## src/rtl/mips_pipe_pkg.sv

```systemverilog
// Shared opcodes, instruction classes and pipeline-register layouts for mips_pipe_core.
package mips_pipe_pkg;

    localparam logic [5:0] OP_ADD   = 6'h00;
    localparam logic [5:0] OP_SUB   = 6'h01;
    localparam logic [5:0] OP_AND   = 6'h02;
    localparam logic [5:0] OP_OR    = 6'h03;
    localparam logic [5:0] OP_SLT   = 6'h04;
    localparam logic [5:0] OP_MUL   = 6'h05;
    localparam logic [5:0] OP_LW    = 6'h08;
    localparam logic [5:0] OP_SW    = 6'h09;
    localparam logic [5:0] OP_ADDI  = 6'h0a;
    localparam logic [5:0] OP_SUBI  = 6'h0b;
    localparam logic [5:0] OP_SLTI  = 6'h0c;
    localparam logic [5:0] OP_BNEQZ = 6'h0d;
    localparam logic [5:0] OP_BEQZ  = 6'h0e;
    localparam logic [5:0] OP_HLT   = 6'h3f;

    typedef enum logic [2:0] {RR_ALU, RM_ALU, LOAD, STORE, BRANCH, HALT, NOP} instr_class_t;
    typedef enum logic [1:0] {FWD_NONE, FWD_MEM, FWD_WB} fwd_sel_t;

    // Register indices are held zero-extended to 5 bits regardless of NREG.
    typedef struct packed {
        logic        valid;
        logic [31:0] ir;
    } if_id_t;

    typedef struct packed {
        logic         valid;
        logic [5:0]   op;
        instr_class_t cls;
        logic [4:0]   rs;
        logic [4:0]   rt;
        logic [4:0]   dest;
        logic         wr;
    } id_ex_t;

    typedef struct packed {
        logic         valid;
        instr_class_t cls;
        logic [4:0]   dest;
        logic         wr;
    } ex_mem_t;

    typedef struct packed {
        logic         valid;
        instr_class_t cls;
        logic [4:0]   dest;
        logic         wr;
    } mem_wb_t;

    function automatic instr_class_t op_class(input logic [5:0] op);
        case (op)
            OP_ADD, OP_SUB, OP_AND, OP_OR, OP_SLT, OP_MUL: return RR_ALU;
            OP_ADDI, OP_SUBI, OP_SLTI:                     return RM_ALU;
            OP_LW:                                         return LOAD;
            OP_SW:                                         return STORE;
            OP_BNEQZ, OP_BEQZ:                             return BRANCH;
            OP_HLT:                                        return HALT;
            default:                                       return NOP;
        endcase
    endfunction

endpackage

```

## src/rtl/mips_pipe_hazard.sv

```systemverilog
// Stall / squash / forwarding-select logic for mips_pipe_core.
// Forwarding is built only when MIPS_PIPE_FWD_EN is defined; otherwise ID interlocks on EX/MEM writers.
import mips_pipe_pkg::*;

module mips_pipe_hazard (
    input  logic         id_valid,
    input  instr_class_t id_cls,
    input  logic [4:0]   id_rs,
    input  logic [4:0]   id_rt,
    input  id_ex_t       ex,
    input  ex_mem_t      mem,
    input  mem_wb_t      wb,
    input  logic         branch_taken,
    output logic         stall,
    output logic         squash,
    output fwd_sel_t     fwd_a,
    output fwd_sel_t     fwd_b
);

    logic use_a, use_b, load_use, raw;
    logic unused_ctrl;

    // Some control fields only matter in one build flavour.
    assign unused_ctrl = ^{ex, mem, wb};

    always_comb begin
        use_a    = id_valid && (id_cls inside {RR_ALU, RM_ALU, LOAD, STORE, BRANCH}) && id_rs != 5'd0;
        use_b    = id_valid && (id_cls inside {RR_ALU, STORE}) && id_rt != 5'd0;
        load_use = ex.valid && ex.cls == LOAD && ex.wr &&
                   ((use_a && ex.dest == id_rs) || (use_b && ex.dest == id_rt));
`ifdef MIPS_PIPE_FWD_EN
        raw   = load_use;
        fwd_a = FWD_NONE;
        fwd_b = FWD_NONE;
        // EX/MEM holds only an address for loads, so it never sources a load result.
        if (mem.valid && mem.wr && mem.cls != LOAD && mem.dest == ex.rs) fwd_a = FWD_MEM;
        else if (wb.valid && wb.wr && wb.dest == ex.rs)                   fwd_a = FWD_WB;
        if (mem.valid && mem.wr && mem.cls != LOAD && mem.dest == ex.rt) fwd_b = FWD_MEM;
        else if (wb.valid && wb.wr && wb.dest == ex.rt)                   fwd_b = FWD_WB;
`else
        raw   = load_use ||
                (ex.valid && ex.wr && ((use_a && ex.dest == id_rs) || (use_b && ex.dest == id_rt))) ||
                (mem.valid && mem.wr && ((use_a && mem.dest == id_rs) || (use_b && mem.dest == id_rt)));
        fwd_a = FWD_NONE;
        fwd_b = FWD_NONE;
`endif
        squash = branch_taken;
        stall  = raw && !branch_taken;
    end

endmodule

```

## src/rtl/mips_pipe_core.sv

```systemverilog
// Single-clock 5-stage MIPS32-subset pipeline with external instruction/data memories.
// Operand forwarding is enabled by defining MIPS_PIPE_FWD_EN.
import mips_pipe_pkg::*;

module mips_pipe_core #(
    parameter int XLEN    = 32,
    parameter int NREG    = 32,
    parameter int IADDR_W = 10,
    parameter int DADDR_W = 10,
    localparam int RW     = $clog2(NREG)
) (
    input  logic               clk,
    input  logic               rst,
    output logic [IADDR_W-1:0] imem_addr,
    input  logic [31:0]        imem_rdata,
    output logic [DADDR_W-1:0] dmem_addr,
    output logic [XLEN-1:0]    dmem_wdata,
    output logic               dmem_we,
    input  logic [XLEN-1:0]    dmem_rdata,
    output logic               halted,
    output logic               retire_valid,
    input  logic [RW-1:0]      dbg_raddr,
    output logic [XLEN-1:0]    dbg_rdata
);

    logic [IADDR_W-1:0] pc, if_npc, ex_npc, br_target;
    if_id_t             if_id;
    id_ex_t             id_ex, id_ctrl;
    ex_mem_t            ex_mem;
    mem_wb_t            mem_wb;
    logic [XLEN-1:0]    ex_a, ex_b, ex_imm, mem_alu, mem_b, wb_data;
    logic [XLEN-1:0]    regs [NREG];
    logic               halted_q, halt_pending;

    logic [5:0]         id_op;
    instr_class_t       id_cls;
    logic [4:0]         id_rd;
    logic [XLEN-1:0]    id_a, id_b, id_imm, op_a, op_b, alu, mem_result;
    logic               wb_we, fetch_stop, branch_taken, stall, squash;
    fwd_sel_t           fwd_a, fwd_b;

    // ---------------- ID: decode and register read with WB write-through
    always_comb begin
        id_op          = if_id.ir[31:26];
        id_cls         = op_class(id_op);
        id_rd          = 5'(if_id.ir[11 +: RW]);
        id_ctrl        = '0;
        id_ctrl.valid  = if_id.valid;
        id_ctrl.op     = id_op;
        id_ctrl.cls    = id_cls;
        id_ctrl.rs     = 5'(if_id.ir[21 +: RW]);
        id_ctrl.rt     = 5'(if_id.ir[16 +: RW]);
        id_ctrl.dest   = (id_cls == RR_ALU) ? id_rd : id_ctrl.rt;
        id_ctrl.wr     = (id_cls inside {RR_ALU, RM_ALU, LOAD}) && id_ctrl.dest != 5'd0;
        id_imm         = XLEN'($signed(if_id.ir[15:0]));
        wb_we          = mem_wb.valid && mem_wb.wr && !halted_q;
        id_a           = regs[id_ctrl.rs[RW-1:0]];
        id_b           = regs[id_ctrl.rt[RW-1:0]];
        if (wb_we && mem_wb.dest == id_ctrl.rs) id_a = wb_data;
        if (wb_we && mem_wb.dest == id_ctrl.rt) id_b = wb_data;
    end

    mips_pipe_hazard u_hazard (
        .id_valid     (if_id.valid),
        .id_cls       (id_cls),
        .id_rs        (id_ctrl.rs),
        .id_rt        (id_ctrl.rt),
        .ex           (id_ex),
        .mem          (ex_mem),
        .wb           (mem_wb),
        .branch_taken (branch_taken),
        .stall        (stall),
        .squash       (squash),
        .fwd_a        (fwd_a),
        .fwd_b        (fwd_b)
    );

    // ---------------- EX: operand select, ALU, branch resolution
    always_comb begin
        op_a = (fwd_a == FWD_MEM) ? mem_alu : (fwd_a == FWD_WB) ? wb_data : ex_a;
        op_b = (fwd_b == FWD_MEM) ? mem_alu : (fwd_b == FWD_WB) ? wb_data : ex_b;
        alu  = '0;
        case (id_ex.op)
            OP_ADD:                alu = op_a + op_b;
            OP_SUB:                alu = op_a - op_b;
            OP_AND:                alu = op_a & op_b;
            OP_OR:                 alu = op_a | op_b;
            OP_SLT:                alu = XLEN'($signed(op_a) < $signed(op_b));
            OP_MUL:                alu = op_a * op_b;
            OP_ADDI, OP_LW, OP_SW: alu = op_a + ex_imm;
            OP_SUBI:               alu = op_a - ex_imm;
            OP_SLTI:               alu = XLEN'($signed(op_a) < $signed(ex_imm));
            default:               alu = '0;
        endcase
        branch_taken = id_ex.valid && id_ex.cls == BRANCH &&
                       ((id_ex.op == OP_BEQZ) == (op_a == '0));
        br_target    = ex_npc + ex_imm[IADDR_W-1:0];
    end

    // ---------------- MEM / WB
    assign dmem_addr    = mem_alu[DADDR_W-1:0];
    assign dmem_wdata   = mem_b;
    assign dmem_we      = ex_mem.valid && ex_mem.cls == STORE && !halted_q;
    assign mem_result   = (ex_mem.cls == LOAD) ? dmem_rdata : mem_alu;
    assign halted       = halted_q || (mem_wb.valid && mem_wb.cls == HALT);
    assign retire_valid = mem_wb.valid && !halted_q;
    assign imem_addr    = pc;
    assign dbg_rdata    = regs[dbg_raddr];
    assign fetch_stop   = halt_pending || (if_id.valid && id_cls == HALT);

    always_ff @(posedge clk or posedge rst) begin
        if (rst) begin
            pc           <= '0;
            if_id        <= '0;
            if_npc       <= '0;
            id_ex        <= '0;
            ex_a         <= '0;
            ex_b         <= '0;
            ex_imm       <= '0;
            ex_npc       <= '0;
            ex_mem       <= '0;
            mem_alu      <= '0;
            mem_b        <= '0;
            mem_wb       <= '0;
            wb_data      <= '0;
            halted_q     <= 1'b0;
            halt_pending <= 1'b0;
        end else if (!halted_q) begin
            halted_q <= halted;
            // A taken branch outranks both the load-use hold and an ID-stage HLT.
            if (squash) begin
                pc          <= br_target;
                if_id.valid <= 1'b0;
            end else if (stall) begin
                pc <= pc;
            end else if (fetch_stop) begin
                if_id.valid <= 1'b0;
            end else begin
                pc     <= pc + 1'b1;
                if_id  <= '{valid: 1'b1, ir: imem_rdata};
                if_npc <= pc + 1'b1;
            end
            if (if_id.valid && id_cls == HALT && !squash) halt_pending <= 1'b1;

            if (squash || stall) begin
                id_ex <= '0;
            end else begin
                id_ex  <= id_ctrl;
                ex_a   <= id_a;
                ex_b   <= id_b;
                ex_imm <= id_imm;
                ex_npc <= if_npc;
            end

            ex_mem  <= '{valid: id_ex.valid, cls: id_ex.cls, dest: id_ex.dest, wr: id_ex.wr};
            mem_alu <= alu;
            mem_b   <= op_b;
            mem_wb  <= '{valid: ex_mem.valid, cls: ex_mem.cls, dest: ex_mem.dest, wr: ex_mem.wr};
            wb_data <= mem_result;
        end
    end

    always_ff @(posedge clk or posedge rst) begin
        if (rst) begin
            for (int i = 0; i < NREG; i++) regs[i] <= '0;
        end else if (wb_we) begin
            regs[mem_wb.dest[RW-1:0]] <= wb_data;
        end
    end

endmodule

```

## config.mk

```make
export PLATFORM = sky130hd
export DESIGN_NAME = mips_pipe_core
export DESIGN_NICKNAME = d
export VERILOG_FILES = /design/src/rtl/mips_pipe_pkg.sv /design/src/rtl/mips_pipe_hazard.sv /design/src/rtl/mips_pipe_core.sv
export SDC_FILE = /design/constraint.sdc
export NUM_CORES = 2
export LEC_CHECK = 0
export ABC_AREA = 1
export CELL_PAD_IN_SITES_DETAIL_PLACEMENT = 1
export CELL_PAD_IN_SITES_GLOBAL_PLACEMENT = 2
export CORE_MARGIN = 2
export CORE_UTILIZATION = 34
export DETAILED_ROUTE_END_ITERATION = 8
export PLACE_DENSITY = 0.88
export SETUP_SLACK_MARGIN = 0.1
export SYNTH_ARGS = -nofsm -noshare
export SYNTH_HDL_FRONTEND = slang
export SYNTH_SLANG_ARGS = --single-unit
```

## constraint.sdc

```tcl
create_clock -name clk -period 48.3 [get_ports clk]
set_input_delay 9.66 -clock clk [delete_from_list [all_inputs] [get_ports clk]]
set_output_delay 9.66 -clock clk [all_outputs]
set_load 0.005 [all_outputs]
```

# == Word level (Yosys, flattened, before mapping) ==
# Memories as Yosys holds them, arrays and structs flattened.
# Cells that the tools add are included.
# classes
addsub,6
mul,1
mux,26
reduce_logical,54
bitwise_logic,11
eq_ne,30
n_lt_le_gt_ge,7
# op_table
operator,n
bitwise mux 1024 bit,1
binary-select mux 32 bit (select 5 bit),3
2-to-1 mux 32 bit,11
one-hot mux 32 bit (9 select lines),1
demux 32 bit (select 5 bit),1
adder 32 bit,2
subtractor 32 bit,2
"== test 6 x 4 -> 1 bit, second input constant",6
2-to-1 mux 33 bit,1
bitwise AND 32 bit,1
logical NOT 32 bit,1
< comparator 32 x 16 -> 1 bit,1
< comparator 32 bit,1
multiplier 32 x 32 -> 32 bit,1
bitwise OR 32 bit,1
== test 5 bit,6
logical AND 1 bit,30
2-to-1 mux 10 bit,3
2-to-1 mux 26 bit,1
"greater-or-equal comparator 6 bit, second input constant",4
inverter 5 -> 6 bit,4
nonzero test 5 bit,4
"== test 3 x 2 -> 1 bit, second input constant",5
"== test 3 bit, second input constant",4
other kinds (22),40
# word_totals
rom_bits,192
in_bits,71
register_bits,1301
elab_cells,194
output_inout_bits,87
n_memories,1
# mem_list
memory,words,width,read_ports,rd_ports_with_merged_regs,wr,line,source
(name not given),64,3,1,0,0,mips_pipe_pkg.sv:53,case (op)

# == Logic depth before layout (Yosys ltp) ==
# An unclocked memory read counts as a cell.
# logic_depth
depth_word,14
depth_mapped,34
ltp_nobuf,32

# == Hierarchy ==
# Synthesis repeated with hierarchy kept, for this count alone.
# hier_totals
cells_unflattened,13654
area_unflattened_um2,99429.1
# modules_own_cells
module,n_inst,area_per_inst_um2,cells_per_inst,seq_area_each_um2
mips_pipe_core,1,99018.7,13577,32806.5
mips_pipe_hazard,1,410.4,77,0.0

# == Least setup slack after synthesis ==
# OpenSTA, ideal clock, no wires.
# synth_path
path_kind,input to output
startpoint,input port dbg_raddr[0]
endpoint,output port dbg_rdata[31]
cell_stages,9
arrival_time_ps,11216
n_path_buf,4
path_slack_ps,27424
t_required_ps,38640
cell_sequence,buf_2 clkinv_1 clkbuf_1 clkbuf_1 clkbuf_1 a21oi_1 o21ai_0 nand3_1 a32oi_1
# synth_between
elab_chain_cells,4
# synth_lines
element,line,source
start: declaration,mips_pipe_core.sv:22,"input logic [RW-1:0] dbg_raddr,"
inverter 5 -> 6 bit (implied by the code),mips_pipe_core.sv:108,assign dbg_rdata = regs[dbg_raddr];
binary-select mux 32 bit (select 5 bit),mips_pipe_core.sv:108,
2-to-1 mux 32 bit (implied by the code) (2 in series),mips_pipe_core.sv:108,
end: declaration,mips_pipe_core.sv:23,output logic [XLEN-1:0] dbg_rdata
# Every way passes these cells. The select of a mux whose other input is x is not followed.

# == Worst setup path after layout ==
# layout_path
startpoint,input port dbg_raddr[0]
endpoint,output port dbg_rdata[5]
# Same word-level chain as after synthesis.

==> flow_summary_export.csv <==
group,metric,value,unit
yosys,synth_area_per_cell,7.083,um2
clocking,cts_inserted_buffers,169,
routing,drc,0,
clocking,cts_resized,0,
routing,routed_via_density,5.946,
yosys,netlist_area,99450,um2
yosys,synth_top_cells_by_area,"dfrtp_1, o21ai_0, nand2_1",
floorplanning,pin_count,158,
run_status,status,"finished clean",
placement,place_hpwl,292500,um
finish,instances_no_fill,17450,
global_routing,grt_max_degree,237,
worst_setup_path,crit_fanout,182,
timing,min_period_over_period,52.81,%
yosys,synth_edf_count,0,
clocking,hold_buffers,0,
timing,slew_viol_final,0,
timing,fin_tns_setup,0,ps
yosys,synth_fa_ha_area_share,11.97,%
timing,clock_skew,51.79,ps
clocking,clk_path_buf_depth,4,
yosys,synth.distinct_cells,58,
worst_setup_path,critical_path_buf_inv_count,7,
timing,fmax,0.03920,GHz
clocking,htreeDepth,4,
worst_setup_path,endpoint_kind,"output port",
clocking,cts.sinks,1301,
placement,place_congestion,0.9697,
placement,dp_cells,17160,
floorplanning,die_x,544.8,um
yosys,synth_compound_area_share,29.04,%
timing,hold_slack,466.3,ps
worst_setup_path,cp_top_family,"buffers and inverters",
placement,portBuffers,157,
floorplanning,coreArea,291100,um2
yosys,synth_common_cells,"o21ai_0, nand2_1, inv_1, dfrtp_1, a21oi_1",
yosys,ys_ff_latch,1301,
hold_path,min-delay-path-class,"flip-flop to flip-flop",
worst_setup_path,start_kind,"input pin",
timing,relSlewSlack,8.274,%
global_routing,antenna_found_initial,13,
finish,area_growth,9.719,%
yosys,yosysTopAreaCell,"dfrtp_1",
worst_setup_path,crit_top_cell,"buf_4",
worst_setup_path,cp.required,38640,ps
routing,drt_iter0_drc,11500,
yosys,muxShareOfSynthArea,0,%
yosys,synth_simple_gate_area_share,15.44,%
clocking,clock-root-buffer,"clkbuf_16",
floorplanning,start_util,34.17,%
yosys,yosysSeqAreaShare,32.73,%
global_routing,overflow,0,
yosys,ys_warn_count,0,
yosys,netlist_instances,14040,
routing,wl_per_cell,26.97,um
floorplanning,die_h,544.8,um
worst_setup_path,cp.arrival,15850,ps
floorplanning,fp.dieArea,296900,um2
timing,final-setup-viol-count,0,
yosys,synth_top_cell_area_share,32.73,%
timing,fin_crit,25510,ps
timing,tightest_slew,1362,ps
timing,hold_viol_final,0,
finish,drive_gt1_share,4.512,%
routing,finalWirelength,470600,um
worst_setup_path,crit_path_top_delay_cell,"buf_4",
clocking,cts_tree,"built",
worst_setup_path,critical_path.cell_chain,"buf_6, inv_8, buf_4, buf_4, buf_4, buf_4, o21ai_0, nor2_1, a21oi_1, a21oi_1, o21ai_0, a32oi_1, clkdlybuf4s50_1",
clocking,cts_setup_buffers,0,
worst_setup_path,criticalPathCategory,"input pin to output port",
yosys,synth_xor_xnor_area_share,0.4101,%
global_routing,grt_pass1_wl,694000,um
global_routing,grt_usage,31.04,%
routing,drt_pass1_iterations,8,
yosys,syn_nets,14820,
clocking,cts.clk_slew.worst_paths,60,ps
yosys,synth_top_family_by_area,"compound AO/OA/AOI/OAI gates",
run,drv_cap,0,
yosys,synth_most_common_cell,"o21ai_0",
floorplanning,std_cell_rows,198,
worst_setup_path,regToRegSetupSlack,39860,ps
finish,final_nets,14200,
global_routing,grt_pass1_vias,102300,
timing,rsz0062_at_grt,"no",
yosys,synth_ff_type,"dfrtp_1",
clocking,clock_latency,890,ps
worst_setup_path,critical_path.max_stage_delay,900,ps
yosys,ys_async_sr_fraction,100.0,%
routing,ant_nets,0,
routing,vias,103700,
[cells by family (layout without fill, tap and decap cells)]
group,Yosys count,count (layout)
adders and majority gates,705,705
xor gates and xnor gates,45,45
buffers and inverters,2711,2211
AOI/OAI and AO/OA,5437,5437
other,0,5
DFF,1301,1301
and+or+nand+nor,3842,3842
[metrics by stage]
stage | instance area (um2) | utilization [%] | worst slack, ps
after floorplan | 99450 | - | 1970
after global placement | 103700 | 35.61 | 23010
after detailed placement | 103700 | 35.61 | 22940
after CTS | 109100 | 37.48 | 22900
after global routing | 109100 | 37.48 | 22360
final | 109100 | 37.49 | 22790
[sequential cells by signal, indices dropped and copies added, names as in the netlist, 10 cells and up]
| signal | flops |
|---|---|
| dmem_wdata | 32 |
| ex_a | 32 |
| ex_b | 32 |
| ex_imm | 16 |
| ex_mem | 10 |
| ex_npc | 10 |
| id_ctrl | 17 |
| id_ex | 16 |
| id_imm | 16 |
| if_npc | 10 |
| imem_addr | 10 |
| mem_alu | 32 |
| mem_wb | 10 |
| regs | 1024 |
| wb_data | 32 |
[worst paths after layout]
kind | to | depth (start not counted) | from
min reg2reg | ex_npc[3] | 2 | if_npc[3]
max | dbg_rdata[5] | 13 | dbg_raddr[0]
max in group asynchronous | mem_alu[17] | 6 | rst
max reg2reg | mem_alu[26] | 30 | ex_a[8]
min | ex_npc[3] | 2 | if_npc[3]
min in group asynchronous | regs[773] | 2 | rst
[worst min-delay path, stage by stage (launching register included)]
cell	delay [ps]
dfrtp_1	340
nand2_1	50
nand2_1	50
[area by class of cell]
cell class / instances / area [um2]
flip-flops and latches: 1301 / 32600
inverters: 1536 / 5858
clock inverters: 53 / 611.8
multi-input cells: 10030 / 56830
repair buffers: 389 / 3488
clock buffers: 233 / 4842
well taps: 3900 / 4880
diodes: 5 / 12.51
fillers: 36220 / 182000
[layer usage]
layer | vias to the layer above | GRT usage, % | part of all wire [%]
met5 | - | 0 | 0.0038
met4 | 4 | 16.03 | 5.9
met3 | 1108 | 4.578 | 8.3
met2 | 4804 | 47.52 | 43
met1 | 52160 | 42.42 | 42
li1 | 45650 | - | -
[cell usage in the layout (no fill, tap or decap), drive strengths merged, types with 2 or more instances in the layout]
cell	count
a211oi	7
a21boi	12
a21o	12
a21oi	1281
a221oi	10
a22o	2
a31oi	59
a32oi	30
and2	2
buf	237
bufinv	12
clkbuf	233
clkdlybuf4s50	152
clkinv	29
clkinvlp	8
dfrtp	1301
diode	5
fa	411
ha	294
inv	1540
nand2	2392
nand3	390
nand3b	15
nand4	42
nor2	884
nor3	55
nor4	23
o2111ai	11
o211ai	38
o21a	8
o21ai	3627
o21bai	17
o221ai	287
o22ai	26
o31ai	3
or2	36
xnor2	20
xor2	24
Power is left out: the tool's default activity adds up to more than one toggle a clock period on the data nets, which glitch-free logic cannot reach.
